`src/rtl/pipeline_ctrl_pkg.sv`:
```
// Shared constants for the pipeline stall/flush scheduler:
// reset level, stall bit positions, stall patterns, FSM states.
package pipeline_ctrl_pkg;

   localparam logic RST_ENABLE = 1'b0;
   localparam logic TRUE       = 1'b1;
   localparam logic FALSE      = 1'b0;

   localparam int unsigned ADDR_BUS  = 32;
   localparam logic [31:0] ZERO_WORD = 32'h0000_0000;

   // Hold bits: PC, IF/ID, ID/EX, EX/MEM, MEM/WB
   localparam int unsigned STALL_PC = 0;
   localparam int unsigned STALL_IF = 1;
   localparam int unsigned STALL_ID = 2;
   localparam int unsigned STALL_EX = 3;
   localparam int unsigned STALL_WB = 4;
   localparam int unsigned STALL_W  = 5;

   localparam logic [STALL_W-1:0] STALL_NONE = 5'b00000;
   localparam logic [STALL_W-1:0] STALL_MEMV = 5'b01111;
   localparam logic [STALL_W-1:0] STALL_IDV  = 5'b00011;
   localparam logic [STALL_W-1:0] STALL_IFV  = 5'b00001;

   typedef enum logic [1:0] {
      ST_IDLE    = 2'd0,
      ST_PEND_BR = 2'd1,
      ST_DSLOT   = 2'd2
   } ctrl_state_e;

endpackage

```
`src/rtl/pipeline_stall_wdog.sv`:
```
// Stall watchdog: counts consecutive stalled cycles and pulses
// timeout_o in the cycle the count reaches WDOG_CYCLES.
// Ports: clk, rst (sync, active-low), stalled_i, clear_i, timeout_o.
module pipeline_stall_wdog
   import pipeline_ctrl_pkg::*;
#(
   parameter int unsigned WDOG_CYCLES = 1024
) (
   input  logic clk,
   input  logic rst,
   input  logic stalled_i,
   input  logic clear_i,
   output logic timeout_o
);

   localparam int unsigned CNT_W =
      (WDOG_CYCLES > 1) ? $clog2(WDOG_CYCLES) : 1;
   localparam int unsigned LAST =
      (WDOG_CYCLES == 0) ? 0 : WDOG_CYCLES - 1;
   localparam logic [CNT_W-1:0] LAST_C = CNT_W'(LAST);
   localparam logic ENABLE = (WDOG_CYCLES != 0);

   logic [CNT_W-1:0] cnt_q;
   logic [CNT_W-1:0] cnt_d;

   // Counter only ever reaches LAST, then restarts, so it never wraps.
   always_comb begin
      cnt_d     = cnt_q;
      timeout_o = FALSE;
      if (!ENABLE || clear_i || !stalled_i) begin
         cnt_d = '0;
      end else if (cnt_q == LAST_C) begin
         timeout_o = TRUE;
         cnt_d     = '0;
      end else begin
         cnt_d = cnt_q + 1'b1;
      end
   end

   always_ff @(posedge clk) begin
      if (rst == RST_ENABLE) begin
         cnt_q <= '0;
      end else begin
         cnt_q <= cnt_d;
      end
   end

endmodule

```
`src/rtl/pipeline_ctrl.sv`:
```
// Central stall/flush scheduler: stall priority, branch redirect
// with pending-target hold, delay-slot flag, exception flush.
// Ports: clk, rst, stall_req_{if,id,mem}, branch_flag/addr,
// exc_flag/addr -> stall, flush, redirect_en/addr,
// next_in_delay_slot, stall_timeout.
module pipeline_ctrl
   import pipeline_ctrl_pkg::*;
#(
   parameter int unsigned WDOG_CYCLES = 1024,
   parameter int unsigned ADDR_W      = ADDR_BUS
) (
   input  logic              clk,
   input  logic              rst,
   input  logic              stall_req_if,
   input  logic              stall_req_id,
   input  logic              stall_req_mem,
   input  logic              branch_flag,
   input  logic [ADDR_W-1:0] branch_addr,
   input  logic              exc_flag,
   input  logic [ADDR_W-1:0] exc_addr,
   output logic [4:0]        stall,
   output logic              flush,
   output logic              redirect_en,
   output logic [ADDR_W-1:0] redirect_addr,
   output logic              next_in_delay_slot,
   output logic              stall_timeout
);

   ctrl_state_e       state_q;
   ctrl_state_e       state_d;
   logic [ADDR_W-1:0] tgt_q;
   logic [ADDR_W-1:0] tgt_d;
   logic [4:0]        stall_v;
   logic              in_rst;
   logic              br_take;

   // Outputs are forced quiet while reset is held.
   assign in_rst = (rst == RST_ENABLE);

   always_comb begin
      stall_v = STALL_NONE;
      if (!in_rst && !exc_flag) begin
         if (stall_req_mem) begin
            stall_v = STALL_MEMV;
         end else if (stall_req_id) begin
            stall_v = STALL_IDV;
         end else if (stall_req_if) begin
            stall_v = STALL_IFV;
         end
      end
   end

   assign stall   = stall_v;
   assign br_take = branch_flag & ~stall_v[STALL_ID];

   always_comb begin
      state_d            = state_q;
      tgt_d              = tgt_q;
      flush              = FALSE;
      redirect_en        = FALSE;
      redirect_addr      = '0;
      next_in_delay_slot = FALSE;
      if (in_rst) begin
         state_d = ST_IDLE;
         tgt_d   = '0;
      end else if (exc_flag) begin
         flush         = TRUE;
         redirect_en   = TRUE;
         redirect_addr = exc_addr;
         state_d       = ST_IDLE;
         tgt_d         = '0;
      end else begin
         unique case (state_q)
            ST_IDLE: begin
               if (br_take) begin
                  if (!stall_v[STALL_PC]) begin
                     redirect_en   = TRUE;
                     redirect_addr = branch_addr;
                     state_d       = ST_DSLOT;
                  end else begin
                     // PC frozen: keep target so the delay slot
                     // is still fetched before redirecting.
                     tgt_d   = branch_addr;
                     state_d = ST_PEND_BR;
                  end
               end
            end
            ST_PEND_BR: begin
               if (!stall_v[STALL_PC]) begin
                  redirect_en   = TRUE;
                  redirect_addr = tgt_q;
                  tgt_d         = '0;
                  state_d       = ST_DSLOT;
               end
            end
            ST_DSLOT: begin
               next_in_delay_slot = TRUE;
               if (!stall_v[STALL_IF]) begin
                  state_d = ST_IDLE;
               end
            end
            default: begin
               state_d = ST_IDLE;
            end
         endcase
      end
   end

   always_ff @(posedge clk) begin
      if (rst == RST_ENABLE) begin
         state_q <= ST_IDLE;
         tgt_q   <= '0;
      end else begin
         state_q <= state_d;
         tgt_q   <= tgt_d;
      end
   end

   pipeline_stall_wdog #(
      .WDOG_CYCLES(WDOG_CYCLES)
   ) u_wdog (
      .clk      (clk),
      .rst      (rst),
      .stalled_i(|stall_v),
      .clear_i  (exc_flag),
      .timeout_o(stall_timeout)
   );

endmodule

```
`config.mk`:
```
export PLATFORM = sky130hd
export DESIGN_NAME = pipeline_ctrl
export DESIGN_NICKNAME = d
export VERILOG_FILES = /design/src/rtl/pipeline_ctrl_pkg.sv /design/src/rtl/pipeline_stall_wdog.sv /design/src/rtl/pipeline_ctrl.sv
export SDC_FILE = /design/constraint.sdc
export NUM_CORES = 1
export LEC_CHECK = 0
export CORE_MARGIN = 4
export CORE_UTILIZATION = 41
export CTS_CLUSTER_DIAMETER = 60
export DETAILED_ROUTE_END_ITERATION = 8
export PLACE_DENSITY = 0.77
export SLEW_MARGIN = 25
export SYNTH_ARGS = -nofsm -noshare
export SYNTH_HDL_FRONTEND = slang
export SYNTH_SLANG_ARGS = --single-unit
```
`constraint.sdc`:
```
create_clock -name clk -period 4.45 [get_ports clk]
set_input_delay 1.335 -clock clk [delete_from_list [all_inputs] [get_ports clk]]
set_output_delay 1.335 -clock clk [all_outputs]
set_load 0.1 [all_outputs]
```
# Yosys cells after proc, flatten, opt, wreduce, memory -nomap -nowiden
# Index checks and enable logic that the tools add are counted.
# word_totals
register_bits,44
in_bits,71
word_cells,56
# op_classes
add_sub_neg,1
n_eq_ne,7
n_mux,31
bitwise,3
reduce_logical,11
# op_table
op,n
$mux W32,8
$pmux W32 S2,2
$mux W1,12
$add A10 B1 Y10 const B,1
$eq A10 B10 Y1 const B,1
$mux W2,5
$ne A2 B2 Y1 const B,4
$pmux W2 S3,1
$mux W5,1
$reduce_or A5 Y1,1
$mux W4,1
$reduce_and A4 Y1,1
$reduce_and A3 Y1,1
$reduce_or A3 Y1,1
$eq A2 B1 Y1 const B,1
$eq A2 B2 Y1 const B,1
$logic_not A1 Y1,2
$logic_not A2 Y1,1
$not A1 Y1,2
$pmux W1 S2,1
$reduce_bool A2 Y1,1
$reduce_or A2 Y1,1
$and A1 B1 Y1,1
$logic_and A1 B1 Y1,1
$logic_or A1 B1 Y1,1

# Logic depth before layout (Yosys ltp)
# Gate-level depths: netlist (run 1).
# logic_depth
depth_word,10
depth_mapped,6

# By module
# A second synthesis (run 1) with hierarchy kept.
# hier_totals
hier_cells,332
hier_area_um2,2438.6
# modules_own_cells
mod,instances,cells_each,area_per_inst_um2,seq_area_each_um2
pipeline_ctrl,1,281,1984.4,680.7
pipeline_stall_wdog,1,51,454.2,200.2

# Worst setup path after synthesis (run 1)
# No wires, ideal clock.
# synth_timing
path_kind,input -> output
start,input stall_req_mem
end,output redirect_addr[0]
arrival_time_ns,4.076
required_ns,3.115
path_slack_ns,-0.961
path_stages,4
path_buffers,0
path_cell_list,or3_1 -> nand2_1 -> inv_1 -> o21ai_0
# synth_between
elab_chain_cells,8
word_cells_on_any_way,10
classes_between,mux (8); bitwise (2)
# synth_rtl
item,line,rtl
start: declaration,pipeline_ctrl.sv:16,"input logic stall_req_mem,"
$mux W4 (*),pipeline_ctrl.sv:43,if (stall_req_mem) begin
$mux W5 (*),pipeline_ctrl.sv:42,if (!in_rst && !exc_flag) begin
$not A1 Y1,pipeline_ctrl.sv:54,assign br_take = branch_flag & ~stall_v[STALL_ID];
$and A1 B1 Y1,pipeline_ctrl.sv:54,
$mux W32,pipeline_ctrl.sv:75,if (br_take) begin
$pmux W32 S2 (*),pipeline_ctrl.sv:73,unique case (state_q)
$mux W32 (*),pipeline_ctrl.sv:66,end else if (exc_flag) begin
$mux W32 (*),pipeline_ctrl.sv:63,if (in_rst) begin
end: declaration,pipeline_ctrl.sv:24,"output logic [ADDR_W-1:0] redirect_addr,"
# Mark *: on every way between the ends. The rest lies on a longest branch, timed or not.

# Worst setup path in the final report (run 1)
# layout_timing
start,input exc_flag
end,output redirect_addr[19]
# layout_between
elab_chain_cells,9
word_cells_on_any_way,11
classes_between,mux (7); bitwise (2); reduce/logical (2)
# layout_rtl
item,line,rtl
start: declaration,pipeline_ctrl.sv:19,"input logic exc_flag,"
$logic_not A1 Y1,pipeline_ctrl.sv:42,
$logic_and A1 B1 Y1,pipeline_ctrl.sv:42,
$mux W5,pipeline_ctrl.sv:42,
$not A1 Y1,pipeline_ctrl.sv:54,
$and A1 B1 Y1,pipeline_ctrl.sv:54,
$mux W32,pipeline_ctrl.sv:75,
$pmux W32 S2,pipeline_ctrl.sv:73,
$mux W32 (*),pipeline_ctrl.sv:66,
$mux W32 (*),pipeline_ctrl.sv:63,
# Marked as above.

==> out/qor.csv, run 1 <==
stage,metric,value,unit
critical_path,crit-path most repeated cell,buf_12,
min_path,Worst Hold Path Cells,2,
logic_synthesis,"Cell Area, Synth",0.00242,mm²
logic_synthesis,distinct cell type count after synthesis,35,
logic_synthesis,Yosys reg bits,44,
cts,clk slew on worst S/H paths,0.07,ns
cts,CTS H-tree lvls,2,
route,Pre-antenna DRT Iters,5,
power_and_ir_drop,share of total power in combinational logic,0.371,
power_and_ir_drop,switching share of total power,0.350,
critical_path,crit end category,primary output,
power_and_ir_drop,pwr dens,248,mW/mm²
min_path,worst hold start,tgt_q[0],
logic_synthesis,Post-synth ARST share,0,
die,die height,84.9,µm
route,Remaining DRCs,0,
die,Starting Density,0.432,
route,WL/cell,16.4,µm
die,Die ar.,0.00720,mm²
critical_path,R2R Path Start,state_q[1],
die,io pins,112,
logic_synthesis,adder-cell share of the synthesized area,0.00517,
sta,"Min Clock Period, post-route",4.38,ns
critical_path,worst reg-to-reg path cell count,5,
placed_design,Placed Cells,494,
critical_path,Critical Path Source,exc_flag,
critical_path,Worst Path Required,3.12,ns
die,floorplan row count,27,
critical_path,Crit Path Max Fanout,24,
grt,vias in the first global route,2623,
sta,f_max,228,MHz
die,core region area,0.00561,mm²
sta,worst-margin pin slew,0.727,ns
grt,grt ovf,0,
sta,"Hold Vio Cnt, Final",0,
logic_synthesis,"Seq/Total Area, Yosys",0.364,
power_and_ir_drop,Clk pwr share,0.244,
sta,Fin Setup TNS,0,ns
grt,largest net degree at the start of global routing,55,
outcome,status,"finished, final reports clean",
layout,Area growth syn-to-layout,75.4,%
power_and_ir_drop,internal power,0.684,mW
sta,Clock Skews,0.00433,ns
layout,antenna diode count,0,
cts,clk sink count,44,
sta,final setup fails,0,
logic_synthesis,mux cell area share after synthesis,0,
route,routed via count,2825,
power_and_ir_drop,Psw,0.368,mW
critical_path,critical path depth in cells,6,
logic_synthesis,Syn Area/Cell,7.32,µm²
placed_design,port bufs,110,
cts,"Setup Fix Bufs, Post-CTS",0,
logic_synthesis,"Top FF cell, synth",dfxtp_1,
cts,CTS root buf,clkbuf_8,
sta,Slew headroom,0.512,
power_and_ir_drop,Sequential Power Share,0.386,
logic_synthesis,instance count of the mapped netlist,331,
critical_path,Crit Path Class,in -> out,
logic_synthesis,Synth Area in Compound Gates,0.306,
cts,CTS tree,built,
critical_path,CP peak stage delay,0.54,ns
placed_design,Routability Congestion,0.793,
cts,buffer depth of the longest clock path,2,
power_and_ir_drop,worst-case vdd ir drop,0.000186,V
power_and_ir_drop,leakage power total,1.44,nW
layout,Final nets,501,
placed_design,Final HPWL DP,5940,µm
sta,RSZ-0062 raised after global routing,yes,
layout,fill count,397,
critical_path,Worst EP arrival,3.04,ns
sta,final worst-path cycle share,0.984,
route,Post-DRT Antenna Nets,0,
critical_path,slowest CP cell,clkdlybuf4s50_1,
sta,Pins Over Slew Limit,0,
layout,ratio of cells with drive above 1 in the final layout,0.188,
critical_path,Worst Path Buf+Inv,3,
layout,fin cells,502,
logic_synthesis,Post-synth EDFFs,0,
logic_synthesis,simple-gate portion of the synthesized area,0.244,
logic_synthesis,main combinational cell family by area after synthesis,compound AO/OA/AOI/OAI gates,
route,vias per inst,5.63,
grt,GRT Total Usage,0.220,
logic_synthesis,yosys warns,0,
min_path,Min-Delay Path Class,reg -> reg,
critical_path,Critical Path Start Type,input pin,
grt,first-pass GRT wire length,13100,µm
die,Die W,84.9,µm
cts,CTS Buf Count,5,
cts,Skew-Pair Late Insertion Delay,0.30,ns
grt,initial antenna violation count,0,
logic_synthesis,post-synth net total,403,
route,drt total wl,8230,µm
logic_synthesis,xor-xnor portion of the synthesized cell area,0.0108,
route,DR iter-0 viols,204,
job,max-cap viol count,0,
critical_path,crit-path cells,clkdlybuf4s50_1 > nor4bb_4 > buf_12 > a32oi_1 > o21ai_1 > buf_12,
critical_path,critical path's top delay family,buffers and inverters,
==> power by group through the flow <==
stage | logic, mW | clock network [mW] | registers [mW]
6_report | 0.390 | 0.257 | 0.405
5_1_grt | 0.404 | 0.279 | 0.406
4_1_cts | 0.389 | 0.261 | 0.405
3_5_place_dp | 0.387 | 0 | 0.415
3_3_place_gp | 0.384 | 0 | 0.414
2_1_floorplan | 0.213 | 0 | 0.413
==> worst paths after layout <==
kind	to	slack, ns
worst max-delay path	redirect_addr[19]	0.07
worst min-delay path	tgt_q[0]	0.46
worst max register to register	tgt_q[4]	2.54
worst min register to register	tgt_q[0]	0.46
==> tightest hold or removal path, stage by stage (launching register included) <==
cell and delay [ns]:
dfxtp_1 0.31, nand2_1 0.05, o22ai_1 0.05
==> stage by stage <==
step / util / cell area, µm² / worst slack (ns) / hold slack [ns] / total power [mW]
finish: 0.758 / 4250 / 0.0724 / 0.456 / 1.05
global route: 0.758 / 4250 / -0.0140 / 0.481 / 1.09
CTS: 0.754 / 4230 / 0.0520 / 0.458 / 1.05
detailed placement: 0.738 / 4140 / 0.0618 / 0.448 / 0.802
global placement: 0.738 / 4140 / 0.0978 / 0.442 / 0.798
floorplan: - / 2520 / -0.412 / 0.435 / 0.627
==> synth_stat cells (all sizes together), types with 4 or more instances <==
library cell,instances,area share
inv,4,0.0062
nor3,5,0.010
clkbuf,15,0.023
dfxtp,44,0.36
o22ai,32,0.083
nor2,4,0.0062
or3,4,0.010
nand3,4,0.0083
o21ai,35,0.072
nand2,100,0.15
a21oi,5,0.010
buf,19,0.040
a32oi,32,0.12
==> repair_timing <==
action	in CTS	in global routing
endpoints found under the setup margin	0	8
hold buffers	0	0
gates resized for setup	0	4
==> kinds of logic (layout without fill, tap and decap cells) <==
kind of cell             after synthesis  in the layout
other                                  1              1
adder cells (fa/ha/maj)                1              1
flip-flops                            44             44
buffers and inverters                 38            137
AND/OR/NAND/NOR                      133            133
XOR/XNOR                               3              3
AO/OA/AOI/OAI                        111            111
==> cells in the final DEF, fill, tap and decap left out, drive strengths merged, types with 4 or more instances in the layout <==
cell type,n
dfxtp,44
nor3,5
buf,55
inv,4
clkbuf,8
or3,4
a32oi,32
nand2,100
nor2,4
a21oi,5
o21ai,35
nand3,4
clkdlybuf4s50,70
o22ai,32
==> per-layer routing <==
metal | track usage | up-vias | part of all wire
met5 | 0 | - | 0
met4 | 0.0604 | 0 | 0.012
met3 | 0.0515 | 10 | 0.066
met2 | 0.364 | 105 | 0.49
met1 | 0.287 | 1308 | 0.43
li1 | - | 1402 | -
==> flip-flops by register name, indices dropped and copies added, names as in the netlist <==
name	cells
state_q	2
tgt_q	32
u_wdog.cnt_q	10
==> layout make-up <==
cell class | count | area (µm²) | area share
sequential | 44 | 881 | 0.207
clock buffer | 8 | 90.1 | 0.0212
inverter | 4 | 15.0 | 0.00353
tap | 72 | 90.1 | 0.0212
multi-input combinational | 249 | 1510 | 0.355
timing repair buffer | 125 | 1660 | 0.392
No activity file was read; power rests on OpenSTA's default activity.
==> run 2, diff against run 1 <==
--- a/config.mk
+++ b/config.mk
@@ -5,10 +5,12 @@
 export SDC_FILE = /design/constraint.sdc
 export NUM_CORES = 1
 export LEC_CHECK = 0
-export CORE_MARGIN = 4
+export CORE_MARGIN = 2
 export CORE_UTILIZATION = 41
+export CTS_BUF_LIST = sky130_fd_sc_hd__clkbuf_8
 export CTS_CLUSTER_DIAMETER = 60
 export DETAILED_ROUTE_END_ITERATION = 8
+export GPL_ROUTABILITY_DRIVEN = 0
 export PLACE_DENSITY = 0.77
 export SLEW_MARGIN = 25
 export SYNTH_ARGS = -nofsm -noshare
==> run 2 against run 1 <==
Net effect: setup slack better by 0.027 ns; combinational power up 1%; routed wire length down 1.9%; largest cell class unchanged; register-to-register slack about the same.
==> out/qor.csv, run 2 (same netlist as run 1, synthesis figures left out) <==
stage,metric,value,unit,change
outcome,status,"finished, final reports clean",,unchanged
grt,GRT Total Usage,0.237,,was 0.220
route,Pre-antenna DRT Iters,5,,unchanged
critical_path,crit-path cells,clkdlybuf4s50_1 > or3_1 > nand2_1 > inv_1 > buf_12 > o21ai_1 > buf_12,,was clkdlybuf4s50_1 > nor4bb_4 > buf_12 > a32oi_1 > o21ai_1 > buf_12
power_and_ir_drop,Clk pwr share,0.227,,was 0.244
grt,grt ovf,0,,unchanged
min_path,Worst Hold Path Cells,2,,unchanged
placed_design,Placed Cells,492,,was 494
power_and_ir_drop,total power,1.03,mW,was 1.05 mW
cts,Skew-Pair Late Insertion Delay,0.30,ns,about the same
cts,CTS Buf Count,5,,unchanged
grt,met1 GRT Util,0.294,,was 0.287
route,WL/cell,16.2,µm,was 16.4 µm
sta,RSZ-0062 raised after global routing,no,,was yes
die,Die ar.,0.00654,mm²,was 0.00720 mm²
die,die height,80.9,µm,was 84.9 µm
sta,hold_ws,0.459,ns,was 0.456 ns
sta,Pins Over Slew Limit,0,,unchanged
route,Remaining DRCs,0,,unchanged
sta,fin worst setup slack,0.0998,ns,was 0.0724 ns
power_and_ir_drop,leakage power total,1.46,nW,was 1.44 nW
critical_path,Crit Path Max Fanout,14,,was 24
critical_path,crit end category,primary output,,unchanged
layout,fill count,419,,was 397
power_and_ir_drop,Psw,0.369,mW,was 0.368 mW
min_path,Min-Delay Endpoint,tgt_q[0],,unchanged
route,Post-DRT Antenna Nets,0,,unchanged
sta,final setup fails,0,,unchanged
power_and_ir_drop,pwr dens,242,mW/mm²,was 248 mW/mm²
cts,CTS tree,built,,unchanged
critical_path,CP peak stage delay,0.43,ns,was 0.54 ns
grt,largest net degree at the start of global routing,58,,was 55
cts,buffer depth of the longest clock path,2,,unchanged
layout,largest registers,"tgt_q x32, u_wdog.cnt_q x10, state_q x2",,unchanged
grt,grt peak-use layer,met2,,unchanged
critical_path,flop2flop setup slack,2.53,ns,was 2.54 ns
critical_path,reg2reg end,tgt_q[5],,was tgt_q[4]
placed_design,Setup Slack @ Placement,0.0496,ns,was 0.0618 ns
placed_design,Final HPWL DP,5750,µm,was 5940 µm
layout,fin cells,499,,was 502
cts,clk sink count,44,,unchanged
die,core region area,0.00561,mm²,unchanged
power_and_ir_drop,Sequential Power Share,0.393,,was 0.386
power_and_ir_drop,worst-case vdd ir drop,0.000205,V,was 0.000186 V
grt,routing usage on met2,0.416,,was 0.364
cts,"Setup Fix Bufs, Post-CTS",0,,unchanged
route,routed via count,2852,,was 2825
die,io pins,112,,unchanged
grt,first-pass GRT wire length,12400,µm,was 13100 µm
sta,Clock Skews,0.00636,ns,was 0.00433 ns
power_and_ir_drop,share of total power in combinational logic,0.381,,was 0.371
critical_path,Worst Path Buf+Inv,4,,was 3
cts,CTS H-tree lvls,2,,unchanged
placed_design,port bufs,110,,unchanged
critical_path,worst reg-to-reg path cell count,5,,unchanged
critical_path,R2R Path Start,state_q[1],,unchanged
sta,Slew headroom,0.583,,was 0.512
cts,# hold bufs at CTS,0,,unchanged
grt,initial antenna violation count,0,,unchanged
critical_path,critical path's top delay family,buffers and inverters,,unchanged
job,max-cap viol count,0,,unchanged
layout,ratio of cells with drive above 1 in the final layout,0.199,,was 0.188
critical_path,Worst Path Required,3.12,ns,about the same
die,floorplan row count,27,,unchanged
layout,Layout Utilization,0.761,,was 0.758
critical_path,Critical Path Start Type,input pin,,unchanged
min_path,worst hold start,tgt_q[0],,unchanged
cts,CTS root buf,clkbuf_8,,unchanged
route,vias per inst,5.72,,was 5.63
critical_path,Worst EP arrival,3.02,ns,was 3.04 ns
layout,Final nets,499,,was 501
critical_path,slowest CP cell,clkdlybuf4s50_1,,unchanged
critical_path,crit-path most repeated cell,buf_12,,unchanged
layout,max FFs per register,32,,unchanged
layout,"most common cell after layout, fill and taps aside",nand2_1,,unchanged
sta,"Hold Vio Cnt, Final",0,,unchanged
sta,f_max,230,MHz,was 228 MHz
layout,"commonest non-fill, non-tap cells in the layout","99 x nand2_1, 69 x clkdlybuf4s50_1, 46 x buf_12, 44 x dfxtp_1",,"was 99 x nand2_1, 70 x clkdlybuf4s50_1, 44 x buf_12, 44 x dfxtp_1"
die,Starting Density,0.432,,unchanged
die,Die W,80.9,µm,was 84.9 µm
sta,worst-margin pin slew,0.623,ns,was 0.727 ns
layout,Area growth syn-to-layout,76.3,%,was 75.4%
cts,clk slew on worst S/H paths,0.08,ns,was 0.07 ns
grt,met3 Track Usage GR,0.0544,,was 0.0515
layout,antenna diode count,0,,unchanged
sta,"Min Clock Period, post-route",4.35,ns,was 4.38 ns
layout,most flop-heavy register,tgt_q,,unchanged
route,DR iter-0 viols,239,,was 204
power_and_ir_drop,internal power,0.664,mW,was 0.684 mW
critical_path,Crit Path Class,in -> out,,unchanged
grt,vias in the first global route,2566,,was 2623
power_and_ir_drop,switching share of total power,0.357,,was 0.350
route,drt total wl,8070,µm,was 8230 µm
min_path,Min-Delay Path Class,reg -> reg,,unchanged
sta,final worst-path cycle share,0.978,,was 0.984
-- run 2: cell type report --
class                      instances  area, µm²  share of cell area
sequential                        44        881               0.206
timing repair buffer             123       1680               0.393
clock inverter                     2       8.76             0.00205
tap                               72       90.1              0.0211
inverter                           4       15.0             0.00352
multi-input combinational        249       1530               0.358
clock buffer                       5       68.8              0.0161
-- run 2: tightest hold or removal path: stages, from the launching register on --
cell     delay [ns]
dfxtp_1        0.31
nand2_1        0.05
o22ai_1        0.05
-- run 2: repair_timing --
action / CTS / global route
endpoints found under the hold margin: 0 / 0
gates resized for setup: 0 / 11
setup endpoints to repair: 0 / 11
-- run 2: worst max path at each step --
stage | cells past startpoint | slack [ns] | start | endpoint
2_1_floorplan | 5 | -0.41 | stall_req_mem | redirect_addr[10]
3_3_place_gp | 6 | 0.07 | rst | redirect_addr[9]
3_5_place_dp | 6 | 0.05 | rst | redirect_addr[9]
4_1_cts | 6 | 0.03 | exc_flag | redirect_addr[9]
5_1_grt | 6 | 0.01 | rst | redirect_addr[9]
6_report | 7 | 0.1 | stall_req_id | redirect_addr[18]
-- run 2: per-layer routing --
layer  vias up  wire length (µm)
met2       106              4040
met4         0                64
li1       1402                 -
met5         -                 0
met1      1331              3390
met3        13               578
-- run 2: per-stage QoR --
step	area, µm²	setup TNS, ns
2_1_floorplan	2520	-9.19
6_report	4270	0
3_5_place_dp	4150	0
4_1_cts	4230	0
5_1_grt	4270	0
3_3_place_gp	4150	0
-- run 2: power by group through the flow --
| stage | combinational [mW] | sequential (mW) | clock (mW) |
|---|---|---|---|
| 2_1_floorplan | 0.213 | 0.413 | 0 |
| 3_3_place_gp | 0.385 | 0.414 | 0 |
| 3_5_place_dp | 0.389 | 0.415 | 0 |
| 4_1_cts | 0.390 | 0.405 | 0.236 |
| 5_1_grt | 0.409 | 0.406 | 0.251 |
| 6_report | 0.394 | 0.406 | 0.234 |
==> run 3, diff against run 2 <==
--- a/config.mk
+++ b/config.mk
@@ -12,7 +12,8 @@
 export DETAILED_ROUTE_END_ITERATION = 8
 export GPL_ROUTABILITY_DRIVEN = 0
 export PLACE_DENSITY = 0.77
-export SLEW_MARGIN = 25
+export SKIP_CTS_REPAIR_TIMING = 1
+export SLEW_MARGIN = 20
 export SYNTH_ARGS = -nofsm -noshare
 export SYNTH_HDL_FRONTEND = slang
 export SYNTH_SLANG_ARGS = --single-unit
==> run 3 against run 2 <==
Net effect: final cell count unchanged; global-route usage unchanged; worst hold slack about the same; sequential power about the same; routed wire length decreased by 0.19%; register-to-register slack got worse by 0.31 ns; first-iteration DRC count increased by 3.8%; via count about the same; combinational power about the same; core utilization about the same; die area unchanged.
==> out/qor.csv, run 3 (same netlist as run 1, synthesis figures left out) <==
stage,metric,value,unit,change
grt,grt ovf,0,,unchanged
route,routed via count,2854,,was 2852
layout,Final nets,499,,unchanged
route,Pre-antenna DRT Iters,6,,was 5
outcome,status,"finished, final reports clean",,unchanged
min_path,Worst Hold Path Cells,2,,unchanged
critical_path,crit end category,primary output,,unchanged
critical_path,Crit Path Max Fanout,14,,unchanged
route,Remaining DRCs,0,,unchanged
layout,most flop-heavy register,tgt_q,,unchanged
layout,fill count,420,,was 419
power_and_ir_drop,worst-case vdd ir drop,0.000205,V,about the same
die,core region area,0.00561,mm²,unchanged
layout,max FFs per register,32,,unchanged
sta,"Min Clock Period, post-route",4.35,ns,about the same
power_and_ir_drop,leakage power total,1.46,nW,about the same
route,DR iter-0 viols,248,,was 239
placed_design,DP Area,0.00415,mm²,unchanged
critical_path,worst reg-to-reg path cell count,4,,was 5
sta,f_max,230,MHz,about the same
sta,RSZ-0062 raised after global routing,no,,unchanged
sta,"Hold Vio Cnt, Final",0,,unchanged
cts,clk slew on worst S/H paths,0.07,ns,was 0.08 ns
sta,Fin Setup TNS,0,ns,unchanged
sta,fin worst setup slack,0.0998,ns,about the same
grt,vias in the first global route,2566,,unchanged
layout,antenna diode count,0,,unchanged
sta,Slew headroom,0.261,,was 0.583
min_path,worst hold start,tgt_q[25],,was tgt_q[0]
critical_path,Critical Path Start Type,input pin,,unchanged
die,floorplan row count,27,,unchanged
cts,CTS Buf Count,5,,unchanged
die,Die W,80.9,µm,unchanged
route,drt total wl,8050,µm,was 8070 µm
sta,Pins Over Slew Limit,0,,unchanged
route,WL/cell,16.1,µm,was 16.2 µm
layout,ratio of cells with drive above 1 in the final layout,0.197,,was 0.199
critical_path,R2R Path Start,state_q[1],,unchanged
sta,final worst-path cycle share,0.978,,about the same
cts,Skew-Pair Late Insertion Delay,0.30,ns,about the same
route,vias per inst,5.72,,about the same
route,Post-DRT Antenna Nets,0,,unchanged
layout,largest registers,"tgt_q x32, u_wdog.cnt_q x10, state_q x2",,unchanged
die,Die ar.,0.00654,mm²,unchanged
critical_path,Crit Path Class,in -> out,,unchanged
layout,"most common cell after layout, fill and taps aside",nand2_1,,unchanged
die,Starting Density,0.432,,unchanged
layout,"commonest non-fill, non-tap cells in the layout","100 x nand2_1, 69 x clkdlybuf4s50_1, 46 x buf_12, 44 x dfxtp_1",,"was 99 x nand2_1, 69 x clkdlybuf4s50_1, 46 x buf_12, 44 x dfxtp_1"
die,die height,80.9,µm,unchanged
grt,first-pass GRT wire length,12400,µm,unchanged
die,io pins,112,,unchanged
cts,CTS tree,built,,unchanged
grt,GRT Total Usage,0.237,,unchanged
grt,largest net degree at the start of global routing,58,,unchanged
placed_design,Final HPWL DP,5750,µm,unchanged
cts,buffer depth of the longest clock path,2,,unchanged
job,max-cap viol count,0,,unchanged
min_path,Min-Delay Path Class,reg -> reg,,unchanged
placed_design,Placed Cells,492,,unchanged
critical_path,Critical Path Source,stall_req_id,,unchanged
power_and_ir_drop,pwr dens,242,mW/mm²,about the same
placed_design,port bufs,110,,unchanged
placed_design,Setup Slack @ Placement,0.0496,ns,unchanged
sta,worst-margin pin slew,1.11,ns,was 0.623 ns
layout,register area,881,µm²,unchanged
sta,Clock Skews,0.00765,ns,was 0.00636 ns
sta,final setup fails,0,,unchanged
layout,post-route cell area,0.00427,mm²,about the same
cts,clk sink count,44,,unchanged
cts,CTS root buf,clkbuf_8,,unchanged
cts,CTS H-tree lvls,2,,unchanged
grt,initial antenna violation count,0,,unchanged
critical_path,Worst Path Required,3.12,ns,about the same
critical_path,Worst EP arrival,3.02,ns,about the same
layout,fin cells,499,,unchanged
layout,area of the multi-input gates,0.00153,mm²,about the same
layout,Area growth syn-to-layout,76.2,%,was 76.3%
[run 3: cell counts in the layout (fill, tap and decap cells not counted)]
No cell type changed its count.
[run 3: final timing paths]
check / to / slack (ns)
worst min-delay path: tgt_q[25] / 0.46
worst min register to register: tgt_q[25] / 0.46
worst max-delay path: redirect_addr[18] / 0.1
worst max register to register: tgt_q[29] / 2.22
[run 3: area by class of cell]
cell class                 count  area share
timing repair buffer         123       0.393
multi-input combinational    249       0.358
sequential                    44       0.206
tap                           72      0.0211
clock buffer                   5      0.0161
inverter                       4     0.00352
clock inverter                 2     0.00205
[run 3: worst max-delay path: stages]
cell and delay, ns:
clkdlybuf4s50_1 0.43, or3_1 0.39, nand2_1 0.11, inv_1 0.10, buf_12 0.18, o21ai_1 0.24
buf_12 0.21
[run 3: power breakdown]
| group | internal (mW) | switching (mW) |
|---|---|---|
| combinational | 0.159 | 0.234 |
| clock | 0.105 | 0.130 |
| sequential | 0.400 | 0.00531 |
| total | 0.664 | 0.369 |
[run 3: stage by stage]
stage,hold slack (ns),power [mW],utilization
after CTS,0.459,1.03,0.754
after detailed placement,0.448,0.803,0.740
after global routing,0.481,1.07,0.761
final,0.459,1.03,0.761
after global placement,0.441,0.799,0.740
after floorplan,0.435,0.627,-
[run 3: layer usage]
layer  GRT usage  wire length, µm
met4      0.0542               64
met5           0                0
met2       0.416             4030
met1       0.294             3350
met3      0.0544              604
